--- src/rtl/bp_pkg.sv ---
// rtl/bp_pkg.sv - shared BTB geometry, counter encodings and entry layout
package bp_pkg;

  localparam int BP_ENTRIES = 16;
  localparam int BP_IDX_W   = $clog2(BP_ENTRIES);
  localparam int BP_TAG_W   = 32 - BP_IDX_W - 2;

  typedef logic [1:0] ctr_t;

  localparam ctr_t SNT = 2'b00;
  localparam ctr_t WNT = 2'b01;
  localparam ctr_t WT  = 2'b10;
  localparam ctr_t ST  = 2'b11;

  typedef struct packed {
    logic                valid;
    logic [BP_TAG_W-1:0] tag;
    logic [31:0]         target;
    ctr_t                ctr;
  } btb_entry_t;

endpackage

--- src/rtl/bp_sat_counter.sv ---
// rtl/bp_sat_counter.sv - 2-bit saturating counter next-state
module bp_sat_counter
  import bp_pkg::*;
(
  input  ctr_t i_ctr,
  input  logic i_taken,
  output ctr_t o_ctr
);

  always_comb begin
    o_ctr = i_ctr;
    if (i_taken && (i_ctr != ST)) begin
      o_ctr = i_ctr + 2'd1;
    end else if (!i_taken && (i_ctr != SNT)) begin
      o_ctr = i_ctr - 2'd1;
    end
  end

endmodule

--- src/rtl/branch_predictor.sv ---
// rtl/branch_predictor.sv - direct-mapped BTB with 2-bit counters, EX resolution and stats
module branch_predictor
  import bp_pkg::*;
#(
  parameter int ENTRIES = BP_ENTRIES,
  parameter int IDX_W   = BP_IDX_W,
  parameter int TAG_W   = BP_TAG_W
) (
  input  logic        clk,
  input  logic        rst_n,
  input  logic [31:0] if_pc,
  output logic        pred_taken,
  output logic [31:0] pred_target,
  output logic [31:0] next_pc,
  input  logic        ex_valid,
  input  logic        ex_kill,
  input  logic [31:0] ex_pc,
  input  logic        ex_taken,
  input  logic [31:0] ex_target,
  input  logic        ex_pred_taken,
  input  logic [31:0] ex_pred_target,
  output logic        hit,
  output logic        flush,
  output logic [31:0] redirect_pc,
  output logic [31:0] br_count,
  output logic [31:0] mp_count
);

  btb_entry_t r_btb [ENTRIES];
  logic [31:0] r_br_count;
  logic [31:0] r_mp_count;

  logic [IDX_W-1:0] w_if_idx;
  logic [IDX_W-1:0] w_ex_idx;
  logic [TAG_W-1:0] w_if_tag;
  logic [TAG_W-1:0] w_ex_tag;
  btb_entry_t       w_if_ent;
  btb_entry_t       w_ex_ent;
  logic             w_lhit;
  logic             w_pred_taken;
  logic             w_res;
  logic             w_mis;
  logic             w_ex_match;
  ctr_t             w_ctr_next;

  assign w_if_idx = if_pc[IDX_W+1:2];
  assign w_if_tag = if_pc[31:IDX_W+2];
  assign w_ex_idx = ex_pc[IDX_W+1:2];
  assign w_ex_tag = ex_pc[31:IDX_W+2];
  assign w_if_ent = r_btb[w_if_idx];
  assign w_ex_ent = r_btb[w_ex_idx];

  // Lookup reads registered state only, so a same-cycle update to this index is not bypassed.
  assign w_lhit       = w_if_ent.valid && (w_if_ent.tag == w_if_tag);
  assign w_pred_taken = w_lhit && w_if_ent.ctr[1];
  assign pred_taken   = w_pred_taken;
  assign pred_target  = w_pred_taken ? w_if_ent.target : (if_pc + 32'd4);
  assign next_pc      = pred_target;

  // rst_n gating keeps hit/flush quiet while the table is held in reset.
  assign w_res = rst_n && ex_valid && !ex_kill;
  assign w_mis = (ex_taken != ex_pred_taken) ||
                 (ex_taken && ex_pred_taken && (ex_target != ex_pred_target));
  assign hit         = w_res && !w_mis;
  assign flush       = w_res && w_mis;
  assign redirect_pc = ex_taken ? ex_target : (ex_pc + 32'd4);
  assign br_count    = r_br_count;
  assign mp_count    = r_mp_count;

  assign w_ex_match = w_ex_ent.valid && (w_ex_ent.tag == w_ex_tag);

  bp_sat_counter u_sat_counter (
    .i_ctr   (w_ex_ent.ctr),
    .i_taken (ex_taken),
    .o_ctr   (w_ctr_next)
  );

  always_ff @(posedge clk or negedge rst_n) begin
    if (!rst_n) begin
      for (int i = 0; i < ENTRIES; i++) begin
        r_btb[i] <= '{valid: 1'b0, tag: '0, target: 32'd0, ctr: WNT};
      end
      r_br_count <= 32'd0;
      r_mp_count <= 32'd0;
    end else if (w_res) begin
      if (w_ex_match) begin
        r_btb[w_ex_idx].ctr <= w_ctr_next;
        if (ex_taken) begin
          r_btb[w_ex_idx].target <= ex_target;
        end
      end else if (ex_taken) begin
        // Taken miss allocates (or evicts an alias) straight into weakly-taken.
        r_btb[w_ex_idx] <= '{valid: 1'b1, tag: w_ex_tag, target: ex_target, ctr: WT};
      end
      r_br_count <= r_br_count + 32'd1;
      r_mp_count <= r_mp_count + {31'd0, w_mis};
    end
  end

endmodule

--- config.mk ---
export PLATFORM = sky130hd
export DESIGN_NAME = branch_predictor
export DESIGN_NICKNAME = d
export VERILOG_FILES = /design/src/rtl/bp_pkg.sv /design/src/rtl/bp_sat_counter.sv /design/src/rtl/branch_predictor.sv
export SDC_FILE = /design/constraint.sdc
export NUM_CORES = 2
export LEC_CHECK = 0
export BUFFER_PORTS_ARGS = -buffer_cell sky130_fd_sc_hd__buf_2
export CORE_ASPECT_RATIO = 0.9
export CORE_UTILIZATION = 30
export CTS_BUF_LIST = sky130_fd_sc_hd__clkbuf_16
export DETAILED_ROUTE_END_ITERATION = 8
export GPL_TIMING_DRIVEN = 0
export PLACE_DENSITY_LB_ADDON = 0.05
export SYNTH_ARGS = -nofsm -noshare
export SYNTH_HDL_FRONTEND = slang
export SYNTH_SLANG_ARGS = --single-unit
--- constraint.sdc ---
create_clock -name clk -period 6.7 [get_ports clk]
set_input_delay 1.005 -clock clk [delete_from_list [all_inputs] [get_ports clk]]
set_output_delay 1.005 -clock clk [all_outputs]
set_load 0.01 [all_outputs]
==> impl_metrics.yaml <==
status:
  status: "finished, violations left"
  violations: "capacitance limit, slew limit, setup timing"
detailed_routing:
  first_pass_iters: 5
  route.vias.total: 38883
  post_drt_wl_per_cell_um: 35.0
  antenna_left: 0
  drc_errors: 0
  vias_per_cell: 5.55
  finalWirelength_mm: 245
  drtIter0Drc: 3601
die:
  ioPinCount: 297
  rows: 148
  core_area_mm2: 0.181
  dieArea_mm2: 0.185
  die_h_um: 408
  start_util: 0.303
  chipWidth_um: 453
clock_network:
  clk_pin_slew_ns: 0.06
  clk_path_buf_depth: 3
  h-tree-depth: 4
  clock_sinks: 1040
  cts_tree: "done"
  cts_buffers: 132
  cts_root_buffer: "clkbuf_16"
  insertion_delay_ns: 0.78
sta:
  timing_hold_violations_final: 0
  worstMarginPinSlew_ns: 1.60
  rsz0062_at_grt: "no"
  setup_viol: 3
  slew_headroom: -0.0779
  drv_slew: 12
  fmax_ghz: 0.149
  fin_crit_ns: 6.71
  setup-tns-final_ns: -0.0174
  period_share: 1.00
  fin_ws_ns: -0.00917
  skew_ns: 0.0333
finish:
  fin_util: 0.352
  final_area_mm2: 0.0640
  syn2layout_area_growth_pct: 16.3
  n_fill_cell: 17977
  drive_gt1_frac: 0.427
  nNetsFinal: 4641
critical_path:
  startpoint_type: "primary input"
  reg2reg_from: "r_btb[910]"
  critPathMaxFanout: 10
  slowest_stage: "nor2b_1"
  max_stage_delay_ns: 1.16
  worstSetupPathType: "in -> reg"
  cp_common_cell: "buf_2"
  cp_cell_sequence: "buf_2 -> buf_4 -> buf_4 -> nor2b_1 -> buf_2 -> a22oi_1 -> o21ai_0 -> xor2_1 -> o2111ai_1 -> nor4_4 -> a31oi_2 -> buf_2 -> mux2_2"
  critPathBufInv: 5
  required_ns: 7.34
  worstSetupEndpointType: "register"
  cp.arrival_ns: 7.35
  crit_path_start: "ex_pc[2]"
  critical_path.top_delay_family: "buffers and inverters"
yosys:
  synth_cells: 4100
  ys_top_cells_by_count: "dfrtp_1 (1024), mux2_2 (851), nand2_1 (461)"
  synth-edff-count: 0
  synth_top_cells_by_area: "dfrtp_1 (47%), mux2_2 (17%), mux4_2 (15%)"
  ys_seq_area_frac: 0.474
  synth_seq_cells: 1040
  synth_fp_nets: 4246
  yosys_warnings: 0
  synth_top_cell_by_area: "dfrtp_1"
  synth_most_common_cell: "dfrtp_1"
  avgSynthCellArea_um2: 13.4
  synthArstFlopShare: 1.00
  synthDominantCellAreaShare: 0.466
  synth_ff_type: "dfrtp_1"
  synth_area_mm2: 0.0550
  yosysUniqueCellTypes: 72
job:
  cap_viol_max_count: 2
place:
  place_congestion: 0.907
  place.port_buffers: 255
  place_ws_ns: -2.20
  placed_area_mm2: 0.0595
  dp_hpwl_mm: 176
global_route:
  gr-usage-all-layers: 0.264
  antenna_found_initial: 19
  grt_max_degree: 142
  grt_pass1_wl_mm: 338
  grt_pass1_vias: 38900
  grt_overflow_total: 0
power:
  vdd_drop_max_mv: 0.253
  p_leak_nw: 29.1
  p_per_area_mw_per_mm2: 255
  total_power_w: 0.0163
min_path:
  hold_class: "in -> async"
[cell families (layout without fill, tap and decap cells)]
kind of cell / after synthesis / count (layout) / share of synthesized area
muxes: 1328 / 1328 / 0.346
adders and majority gates: 12 / 12 / 0.00273
DFF: 1040 / 1040 / 0.474
and+or+nand+nor: 747 / 747 / 0.0617
other: 0 / 10 / 0
xor gates and xnor gates: 199 / 199 / 0.0317
AOI/OAI and AO/OA: 325 / 325 / 0.0456
buffers and inverters: 449 / 946 / 0.0382
[routing by layer]
metal / vias up / routed length, um / track usage
li1: 15997 / - / -
met1: 21286 / 114000 / 0.385
met2: 1314 / 110000 / 0.402
met3: 282 / 13200 / 0.0409
met4: 4 / 7910 / 0.0815
met5: - / 23 / 0
[registers in the layout, indices dropped and copies added (netlist names)]
signal and count:
r_btb 976, br_count 32, mp_count 32
[stage by stage]
| step | instances | hold WS (ns) |
|---|---|---|
| 6_report | 7007 | 0.273 |
| 5_1_grt | 7002 | 0.325 |
| 4_1_cts | 6997 | 0.321 |
| 3_5_place_dp | 6763 | 0.458 |
| 3_3_place_gp | 6755 | 0.452 |
| 2_1_floorplan | 4100 | 0.441 |
[what timing repair did]
| item | CTS | global route |
|---|---|---|
| pin swaps | 2 | 0 |
| endpoints found under the hold margin | 13 | 0 |
| setup buffers | 3 | 0 |
| hold buffers | 1 | 0 |
| endpoints found under the setup margin | 84 | 23 |
| resized for setup | 120 | 8 |
[path summary, 6_finish.rpt]
kind                                     end  slack [ns]  cells after the start
worst max-delay path              r_btb[239]      -0.009                     13
worst min-delay path              r_btb[449]        0.27                      2
worst max register to register    r_btb[239]        1.60                      9
max in group asynchronous         r_btb[413]        4.34                      4
worst min register to register  br_count[31]        0.46                      1
min in group clk                br_count[31]        0.46                      1
[area by class of cell]
class / count / area [um2] / area share
Buffer: 409 / 2190 / 0.0342
Clock inverter: 99 / 583 / 0.00912
Timing Repair Buffer: 267 / 1570 / 0.0245
Inverter: 34 / 128 / 0.00200
Antenna cell: 10 / 25.0 / 0.000391
Sequential cell: 1040 / 26000 / 0.407
Tap cell: 2400 / 3000 / 0.0469
Multi-Input combinational cell: 2611 / 27000 / 0.422
Clock buffer: 137 / 3430 / 0.0536
[cell usage in the layout (no fill, tap or decap), types with 88 or more instances in the layout]
cell type / Yosys / layout
xnor2_1: 97 / 97
mux4_2: 367 / 367
dfrtp_1: 1024 / 1024
mux2i_1: 96 / 88
buf_2: 64 / 302
mux2_2: 851 / 851
clkbuf_1: 242 / 214
xor2_1: 102 / 98
nand2_1: 461 / 461
clkbuf_16: 0 / 137
[where the power goes]
group | switching, W | internal, W
sequential | 0.000342 | 0.00678
clock | 0.00296 | 0.00384
combinational | 0.00136 | 0.00104
[worst reg2reg max path, stage by stage (launching register included)]
cell,delay (ns)
dfrtp_1,0.43
mux4_2,0.47
mux4_2,0.47
xor2_1,0.79
a31oi_1,0.23
nand4b_1,0.28
nor4_4,0.13
a31oi_2,1.10
buf_2,0.69
mux2_2,0.41
(Power assumes the default switching activity.)
